$ cat src/rtl/ff_bank.sv
// ff_bank: bank of independent SR/JK/D/T flip-flop channels sharing a mode register, with SR-illegal detection and a saturating error counter
// Ports:
//   clk        - clock, all state changes on the rising edge
//   rst_n      - synchronous active-low reset
//   mode_in    - mode to load (00 SR, 01 JK, 10 D, 11 T)
//   mode_ld    - load strobe for mode_in
//   en         - per-channel clock enable
//   a, b       - per-channel S/J/D/T and R/K inputs
//   clr_cnt    - synchronous clear of err_cnt and err_sticky
//   q, qbar    - channel state and its complement
//   mode       - active mode register
//   illegal    - per-channel registered SR-illegal flag
//   err_cnt    - saturating count of cycles with any illegal channel
//   err_sticky - set on the first illegal cycle, held until cleared
module ff_bank #(
    parameter int WIDTH = 8,
    parameter int CNT_W = 8
) (
    input  logic             clk,
    input  logic             rst_n,
    input  logic [1:0]       mode_in,
    input  logic             mode_ld,
    input  logic [WIDTH-1:0] en,
    input  logic [WIDTH-1:0] a,
    input  logic [WIDTH-1:0] b,
    input  logic             clr_cnt,
    output logic [WIDTH-1:0] q,
    output logic [WIDTH-1:0] qbar,
    output logic [1:0]       mode,
    output logic [WIDTH-1:0] illegal,
    output logic [CNT_W-1:0] err_cnt,
    output logic             err_sticky
);
    typedef enum logic [1:0] {M_SR = 2'b00, M_JK = 2'b01, M_D = 2'b10, M_T = 2'b11} mode_t;
    mode_t            r_mode;
    logic [WIDTH-1:0] r_q;
    logic [WIDTH-1:0] r_ill;
    logic [CNT_W-1:0] r_cnt;
    logic             r_sticky;
    logic [WIDTH-1:0] w_set;
    logic [WIDTH-1:0] w_rst;
    logic [WIDTH-1:0] w_sel;
    logic [WIDTH-1:0] w_next;
    logic [WIDTH-1:0] w_ill;
    logic             w_any;
    // Set/reset decode is shared by SR and JK; JK additionally toggles on a=b=1,
    // which SR treats as hold-and-flag.
    always_comb begin
        w_set  = a & ~b;
        w_rst  = ~a & b;
        w_sel  = r_mode == M_SR ? (w_set | (r_q & ~w_rst)) :
                 r_mode == M_JK ? (w_set | (~w_rst & (r_q ^ (a & b)))) :
                 r_mode == M_D  ? a : (r_q ^ a);
        w_next = (en & w_sel) | (~en & r_q);
        w_ill  = r_mode == M_SR ? (en & a & b) : '0;
        w_any  = |w_ill;
    end
    always_ff @(posedge clk) begin
        if (!rst_n) begin
            r_mode   <= M_SR;
            r_q      <= '0;
            r_ill    <= '0;
            r_cnt    <= '0;
            r_sticky <= 1'b0;
        end else begin
            if (mode_ld) r_mode <= mode_t'(mode_in);
            r_q   <= w_next;
            r_ill <= w_ill;
            // Clear wins over a coincident event; the event still shows on illegal.
            if (clr_cnt) begin
                r_cnt    <= '0;
                r_sticky <= 1'b0;
            end else if (w_any) begin
                r_sticky <= 1'b1;
                if (r_cnt != {CNT_W{1'b1}}) r_cnt <= r_cnt + CNT_W'(1);
            end
        end
    end
    assign q          = r_q;
    assign qbar       = ~r_q;
    assign mode       = r_mode;
    assign illegal    = r_ill;
    assign err_cnt    = r_cnt;
    assign err_sticky = r_sticky;
endmodule

$ cat config.mk
export PLATFORM = sky130hd
export DESIGN_NAME = ff_bank
export DESIGN_NICKNAME = d
export VERILOG_FILES = /design/src/rtl/ff_bank.sv
export SDC_FILE = /design/constraint.sdc
export NUM_CORES = 1
export LEC_CHECK = 0
export CORE_AREA = 2 2 64 66
export DETAILED_ROUTE_END_ITERATION = 12
export DIE_AREA = 0 0 66 68
export GPL_TIMING_DRIVEN = 0
export PLACE_DENSITY = 0.85
export SYNTH_ARGS = -nofsm -noshare
export SYNTH_HDL_FRONTEND = slang
export SYNTH_SLANG_ARGS = --single-unit
export TNS_END_PERCENT = 30
$ cat constraint.sdc
create_clock -name clk -period 1.4 [get_ports clk]
set_input_delay 0.28 -clock clk [delete_from_list [all_inputs] [get_ports clk]]
set_output_delay 0.28 -clock clk [all_outputs]
set_load 0.01 [all_outputs]
; ---- After elaboration in Yosys (flattened, before gate mapping)
; Cells that the tools add are included.
[op_classes]
add_sub_neg = 1
n_mul = 0
n_div = 0
magnitude_cmp = 0
eq_ne = 3
shifts = 0
n_mux = 4
bitwise_logic = 20
reduce_logical = 4
[ops]
columns = operator, count
row1 = AND 8 bit, 9
row2 = NOT 8 bit, 5
row3 = 2-to-1 mux 8 bit, 4
row4 = OR 8 bit, 3
row5 = XOR 8 bit, 2
row6 = "adder 8 x 1 -> 8 bit, second input constant", 1
row7 = "inequality test 8 bit, second input constant", 1
row8 = OR reduction 8 bit, 1
row9 = "equality test 2 x 1 -> 1 bit, second input constant", 1
row10 = "equality test 2 bit, second input constant", 1
row11 = zero test 2 bit, 1
row12 = AND reduction 2 bit, 1
row13 = OR reduction 2 bit, 1
row14 = NOT 1 bit, 1
[totals]
register_bits = 27
latchBits = 0
ramBits = 0
romBits = 0
input_bits = 30
output_inout_bits = 35
wordCells = 37
mem_count = 0

; ---- Depth between registers and ports, before layout
; Gate-level depths: netlist of the first run.
[logic_depth]
word_depth = 9
mapped_depth = 6
ltp_nobuf = 6

; ---- Least setup slack after synthesis of the first run
; OpenSTA, ideal clock, no wires.
[synth_timing]
path_type = flip-flop to flip-flop
start = register r_cnt[0] (netlist: err_cnt[0])
end = register r_cnt[4] (netlist: err_cnt[4])
setup_time_ps = 70
arrival_ps = 1347
required_ps = 1330
setup_slack_ps = -17
path_stages_with_launch = 7
path_buffers = 0
synth_period_minus_slack_ps = 1417
path_cell_list = dfxtp_1 -> ha_1 -> nand2_1 -> nor3_2 -> nand4bb_1 -> or3_1 -> a21oi_1
[synth_via]
elab_chain_len = 2
word_cells_on_any_way = 3
cone_classes = add/sub (1) / eq/ne (1) / reduce/logical (1)
[synth_lines]
columns = item, line_no
row1 = "start, declared", 38  ; logic [CNT_W-1:0] r_cnt;
row2 = "start signal, assigned", 75  ; if (r_cnt != {CNT_W{1'b1}}) r_cnt <= r_cnt + CNT_W'(1);
row3 = branches (longest 2 deep; another with adder 8 x 1 -> 8 bit), -
; Several ways; the timed one is not identified.
; A chain may end at the register's enable or synchronous reset.

; ---- Worst setup path after layout of the first run
; Ends and elaborated chain as after synthesis.

==> results of run 1 <==
[metal layers]
layer / share of wire (%) / vias to the layer above
li1: - / 733
met1: 44 / 668
met2: 49 / 49
met3: 7.2 / 2
met4: 0.32 / 0
met5: 0 / -
[per-stage QoR]
stage | instance area, sq um | util, % | std cells
2_1_floorplan | 1340 | - | 165
3_3_place_gp | 2040 | 52.9 | 279
3_5_place_dp | 2040 | 52.9 | 279
4_1_cts | 2110 | 54.8 | 285
5_1_grt | 2150 | 55.8 | 286
6_report | 2150 | 55.8 | 286
[synthesized netlist by cell type (all sizes together), types with 2 or more instances]
cell | number | share of area, %
inv | 10 | 2.8
clkbuf | 2 | 0.66
a31oi | 8 | 3.8
o21ai | 11 | 4.4
nor2 | 15 | 5.4
dfxtp | 27 | 41
nand2 | 31 | 8.7
nand3 | 11 | 5.6
o22a | 7 | 4.6
mux2i | 3 | 2.3
buf | 3 | 1.1
nor3 | 3 | 1.5
a21oi | 11 | 4.1
nand4 | 3 | 2.3
nor2b | 3 | 1.4
[worst reg2reg max path: cells and delay by family, from the launching register on]
family                     cells  cell delay [ns]
and+or+nand+nor                4             0.67
DFF                            1             0.38
adders and majority gates      1             0.17
AOI/OAI and AO/OA              1             0.12
[how the worst min path moves through the flow]
| stage | slack (ns) | depth (start not counted) | end |
|---|---|---|---|
| after floorplan | 0.38 | 1 | register |
| after CTS | 0.37 | 2 | register |
| after detailed placement | 0.45 | 2 | err_sticky |
| after global placement | 0.44 | 2 | err_sticky |
| after global routing | 0.38 | 2 | register |
| final | 0.38 | 2 | register |
[area by class of cell]
type,instances,area (sq um)
clock inverter,1,5.00
multi-input combinational,123,812
fill,410,1710
buffer,4,20.0
timing repair buffer,68,611
sequential,27,562
clock buffer,3,41.3
inverter,10,37.5
tap,50,62.6
[cell families after synthesis]
family                   after synthesis  synth area share, %
AND/OR/NAND/NOR                       73                 29.0
multiplexers                           3                 2.25
flip-flops                            27                 40.5
buffers and inverters                 15                 4.60
adder cells (fa/ha/maj)                1                0.938
AO/OA/AOI/OAI                         46                 22.7
[power groups by stage]
| stage | sequential, W | clock (W) | combinational [W] |
|---|---|---|---|
| after detailed placement | 0.000842 | 0 | 0.000384 |
| after CTS | 0.000823 | 0.000451 | 0.000354 |
| after global routing | 0.000828 | 0.000484 | 0.000389 |
| after global placement | 0.000840 | 0 | 0.000377 |
| after floorplan | 0.000850 | 0 | 0.000148 |
| final | 0.000823 | 0.000445 | 0.000353 |
[what timing repair did]
action | CTS | global route
setup buffers | 3 | 1
pin swaps | 9 | 3
cloned | 0 | 0
endpoints found under the setup margin | 49 | 16
gates resized for setup | 80 | 10
==> run summary, run 1 <==
The register-to-register path setup slack is 0.02 ns. The count of buffering cells on the critical path with inverters included came out at 0. The headroom to the max-slew limit came out at 76.9%. Leaving out fill and tap cells, the most frequent cells in the layout are 56 x sky130_fd_sc_hd__dlygate4sd2_1, 29 x sky130_fd_sc_hd__nand2_1, 16 x sky130_fd_sc_hd__dfxtp_1. The maximum level of the CTS H-tree is 1. Setup repair after global routing could not meet its margin everywhere. The data arrival time at the worst-slack endpoint came out at 1.59 ns. The maximum fanout along the worst path is 6.

The detail route stage leaves a number of antenna-violating nets equal to 0. The setup TNS came out at 0 ns. TritonCTS built the clock tree. The met3 capacity usage during global routing came out at 3.78%. The category of the most critical setup path is register to register. The critical path required time is 1.61 ns. The first-pass GRT wire length is 6000 um. The startpoint identified for the worst register-to-register timing path is err_cnt[0].

During I/O placement, the number of pins put on the boundary was 65. The via-per-instance ratio came out at 5.08. The fraction of layout cells with a size suffix above 1 came out at 17.8%. The minimum period implied by the final worst setup slack came out at 1.38 ns. The clock tree skew after final layout is 0.00559 ns. In this run, post-CTS hold repair placed 0 buffers. The average wire per standard cell is 13.3 um. The critical path ends at err_cnt[4]. The final weighted congestion of routability-driven global placement came out at 0.769. The highest ir drop seen on vdd is 329 uV. The number of global-route vias before repair came out at 1324. In the synthesized netlist the dominant register cell turns out to be sky130_fd_sc_hd__dfxtp_1. The final worst-path cycle share came out at 98.7%.

The growth of design area from synthesis to finish is 61.3%. For this run, global-route usage on met1 was measured as 21.2%. After synthesis, the share of flip-flops with an asynchronous set or reset is 0%. The total congestion overflow after global routing is 0.

The placeable core region is 0.00386 sq mm. The root buffer cell chosen for the clock tree is sky130_fd_sc_hd__clkbuf_8. Counting buffers and inverters, the worst setup path is 6 cells deep.

The standby leakage power came out at 0.998 nW. The mean post-synth cell area came out at 8.08 sq um. In this design, the stage delay of the slowest critical-path cell is 0.38 ns. The clock latency at the later pin of the worst-skew pair is 0.27 ns. The count of final setup violators is 0. After layout, the worst setup slack is 0.0186 ns. The quantity of I/O buffers inserted on ports is 64. The areal power density over the cells is 753 mW/mm^2. The number of synthesized register bits came out at 27. The post-synthesis net count is 196. The most critical setup path has its startpoint at err_cnt[0]. The count of flip-flops with a built-in enable after synthesis came out at 0.

The sum of internal, switching and leakage power came out at 0.00162 W. In the routed design, unresolved DRC markers number 0. During synthesis, Yosys emitted a total of 0 warnings. The actual slew at the worst max-slew pin came out at 0.346 ns.

The cell with the largest stage delay on the worst path is sky130_fd_sc_hd__dfxtp_4. The floorplan step defined a die boundary enclosing 0.00449 sq mm. The number of different library cells in the post-synthesis netlist came out at 39.

The pre-antenna-repair detailed-routing pass consisted of 4 iterations. The launch instance of the worst min-delay path is en[1]. The final layout net count is 268. Before CTS, the worst setup slack after placement is -0.463 ns.

Combinational logic burns 21.8% of the power. In this run the vertical extent of the chip is 68 um. The effective utilization at floorplan is 34.6%.

The half-perimeter wire length after placement came out at 2800 um. The max capacitance violation total came out at 0. The flow ran to the end, and the final reports show no timing, DRC or antenna violations. Measured in cells, the most critical reg-to-reg path has a length of 6. The max-slew violation count is 0. The number of clock sinks seen by CTS came out at 27. The clock network is responsible for 27.4% of the overall power. The cell area after technology mapping is 0.00133 sq mm. Static timing analysis puts the maximum clock frequency at 724 MHz. Internal power comes to 0.00116 W.

The portion of total power attributed to sequential cells came out at 50.8%. The CTS buffer count is 3. The worst hold path belongs to the class input pin to register. After synthesis, flip-flops and latches occupy 40.5% of the total area. STA classifies the critical path endpoint as a register. The switching component of the power came out at 0.000459 W. The switching part of the total power is 28.3%.

For met2 alone, demand over resource in global routing was 30.9%. The routed layout has 1452 vias. The final number of hold-violating endpoints came out at 0. The number of antenna violations at the first check in global routing was 0. The global-route layer with the greatest usage is met2. The library cell used most frequently in the layout, excluding fill and tap cells, is sky130_fd_sc_hd__dlygate4sd2_1. The largest net degree at the start of global routing came out at 16. Grouping stages by cell kind, the critical path spends the most delay in simple AND/OR/NAND/NOR gates. The antenna diode count came out at 0.

In this run the horizontal extent of the chip is 66 um. The detailed router's first-iteration violation count is 95. Global routing used 17.4% of the available tracks. The critical path launch point type is a register. The number of instances in the synthesized netlist is 165. Clock-pin slew was measured on the worst setup and hold paths at 0.10 ns. The deepest clock path buffer count is 2. Summed over all layers, the routed wires come to 3790 um.

The initialized floorplan defines 23 standard-cell rows. The worst-case hold slack came out at 0.376 ns. The critical path goes through ha_4, nand2_4, nor3_4, nand4bb_1, or3_1, a21oi_1. In this run the critical register-to-register path is captured at err_cnt[4].
Power figures use the tool's default switching activity.
==> run 2, diff against run 1 <==
- RECOVER_POWER: not set -> 100
==> run 2 against run 1 <==
Compared with the run above:
- worst hold slack did not move
- design area is 0.52% lower
- sequential cell count stayed put
- sequential share of layout area is essentially flat
- highest routed layer unchanged
==> run summary, run 2 (synthesized netlist as in run 1, its figures left out) <==
The highest ir drop seen on vdd came out at 322 uV (-2.1%). The critical register-to-register path endpoint is err_cnt[4]. The area of the multi-input gates came out at 812 sq um (unchanged). The effective utilization at floorplan is 34.6% (unchanged). The worst hold path cell count came out at 2 (unchanged). The placeable core region is 0.00386 sq mm (unchanged). The number of global-route vias before repair is 1324 (unchanged). The utilization after layout came out at 55.5% (-0.29 points). The headroom to the max-slew limit is 76.9% (unchanged). The final weighted congestion of routability-driven global placement is 0.769 (unchanged). The largest net degree at the start of global routing is 16 (unchanged). The worst setup path is captured at a register. The actual slew at the worst max-slew pin came to 0.346 ns (unchanged). The startpoint identified for the worst hold timing path is en[1]. The library cell used most frequently in the layout, excluding fill and tap cells, is sky130_fd_sc_hd__dlygate4sd2_1. The max-slew violation count is 0 (unchanged). The fraction of layout cells with a size suffix above 1 came to 16.5% (-1.3 points). The minimum period implied by the final worst setup slack is 1.38 ns (unchanged). The standby leakage power is 0.940 nW (-5.8%). The final layout net count is 268 (unchanged). The clock-pin slew on the worst setup and hold paths came out at 0.10 ns (about the same).

STA classifies the critical path startpoint as a register. The maximum operating frequency came out at 724 MHz (unchanged). The detailed-routing iteration count for the pre-antenna-repair pass is 4 (unchanged). The number of cell rows came out at 23 (unchanged). The final number of hold-violating endpoints is 0 (unchanged). Clock tree synthesis selected as its root buffer the cell sky130_fd_sc_hd__clkbuf_8. The max capacitance violation total came out at 0 (unchanged). The number of fill cells in the layout came out at 414 (+0.98%). The clock tree skew after final layout is 0.00559 ns (unchanged). The area of all sequential standard cells came out at 558 sq um (-0.67%). In the layout the commonest cells are 56 x sky130_fd_sc_hd__dlygate4sd2_1, 29 x sky130_fd_sc_hd__nand2_1, 19 x sky130_fd_sc_hd__dfxtp_1. The number of clock sinks seen by CTS is 27 (unchanged). The hold buffer count at cts came to 0 (unchanged). The deepest clock path buffer count is 2 (unchanged).

The first-pass GRT wire length came to 6000 um (unchanged). The design area came out at 0.00214 sq mm (-0.52%). The CTS buffer count came out at 3 (unchanged). For this design, the slowest cell found on the critical path is sky130_fd_sc_hd__dfxtp_4. The total placed instance area is 0.00204 sq mm (unchanged). The number of antenna violations at the first check in global routing came to 0 (unchanged). The overall global routing resource usage is 17.4% (unchanged).

The run finished with clean final reports. The final non-filler cell total is 286 (unchanged). The critical path required time is 1.61 ns (about the same). The number of primary I/O pins came out at 65 (unchanged). The growth of design area from synthesis to finish came out at 60.4%.

The number of antenna-violating nets in the routed design is 0 (unchanged). The clock latency at the later pin of the worst-skew pair came out at 0.27 ns (about the same). The areal power density over the cells came out at 757 mW/mm^2 (+0.47%).

The floorplan die width was 66 um (unchanged). The category of the most critical setup path is register to register. The number of vias after detailed routing came out at 1452 (unchanged).

The register-to-register path setup slack came out at 0.02 ns (about the same). The maximum level of the CTS H-tree came out at 1 (unchanged). The maximum fanout along the worst path is 6 (unchanged). The total congestion overflow after global routing is 0 (unchanged). The average wire per standard cell was 13.2 um (-0.21%). Walking the worst path, the cells encountered are ha_4, nand2_4, nor3_4, nand4bb_1, or3_1, a21oi_1.

The vertical extent of the die is 68 um (unchanged). The antenna diode count came out at 0 (unchanged). The data arrival time at the worst-slack endpoint is 1.59 ns (about the same). The count of final setup violators was 0 (unchanged). The length in cells of the worst reg-to-reg path is 6 (unchanged). The number of placed instances, taps included is 279 (unchanged).

The startpoint identified for the worst register-to-register timing path is err_cnt[0]. Setup repair after global routing could not meet its margin everywhere. The final worst-path cycle share was 98.7% (unchanged). The detailed router's first-iteration violation count was 95 (unchanged).

The area enclosed by the die boundary was 0.00449 sq mm (unchanged). The half-perimeter wire length after placement came out at 2800 um (unchanged). The post-route DRC violation count is 0 (unchanged). TritonCTS built the clock tree.

The via-per-instance ratio is 5.08 (unchanged). The sum of internal, switching and leakage power is 0.00162 W (about the same). The critical path's largest stage delay is 0.38 ns (about the same). The quantity of I/O buffers inserted on ports came out at 64 (unchanged). The post-detailed-routing wire length came out at 3780 um (-0.21%).

The min-delay analysis places its worst path in the category input pin to register.
## run 2: stage by stage
| stage | hold WS, ns | setup WS (ns) | setup TNS [ns] |
|---|---|---|---|
| final | 0.376 | 0.0186 | 0 |
| after global routing | 0.382 | -0.0160 | -0.0160 |
| after floorplan | 0.381 | 0.00698 | 0 |
| after global placement | 0.442 | -0.435 | -4.05 |
| after detailed placement | 0.446 | -0.463 | -4.35 |
| after CTS | 0.373 | -0.0581 | -0.0581 |
## run 2: metal layers
layer  up-vias  global-route usage (%)  wire length [um]
li1        733                       -                 -
met1       668                    21.2              1670
met2        49                    30.9              1840
met3         2                    3.78               266
met4         0                    4.85                12
met5         -                       0                 0
## run 2: worst max-delay path by stage
stage / startpoint / to / cells after the start
final: err_cnt[0] / err_cnt[4] / 6
after global placement: a[1] / err_cnt[0] / 6
after detailed placement: a[7] / err_cnt[5] / 6
after global routing: err_cnt[0] / err_cnt[4] / 6
after floorplan: err_cnt[0] / err_cnt[4] / 6
after CTS: err_cnt[7] / err_cnt[7] / 1
## run 2: worst max-delay path: cells and delay by family (launching register included)
| family | cells | cell delay (ns) |
|---|---|---|
| DFF | 1 | 0.38 |
| and+or+nand+nor | 4 | 0.66 |
| adders and majority gates | 1 | 0.17 |
| AOI/OAI and AO/OA | 1 | 0.12 |
## run 2: cell type report
class | count | area share [%]
clock inverter | 1 | 0.234
buffer | 4 | 0.936
multi-input combinational | 123 | 38.0
clock buffer | 3 | 1.93
timing repair buffer | 68 | 28.2
sequential | 27 | 26.1
inverter | 10 | 1.75
tap | 50 | 2.92
## run 2: repair_timing
action                                  CTS  global route
cloned                                    0             0
pin swaps                                 9             3
resized for setup                        80            10
buffers inserted                          3             1
endpoints found under the setup margin   49            16
## run 2: power breakdown
group          internal, W  total (W)  switching (W)
clock network     0.000199   0.000445       0.000246
registers         0.000795   0.000822      0.0000279
logic             0.000167   0.000353       0.000186
total              0.00116    0.00162       0.000459
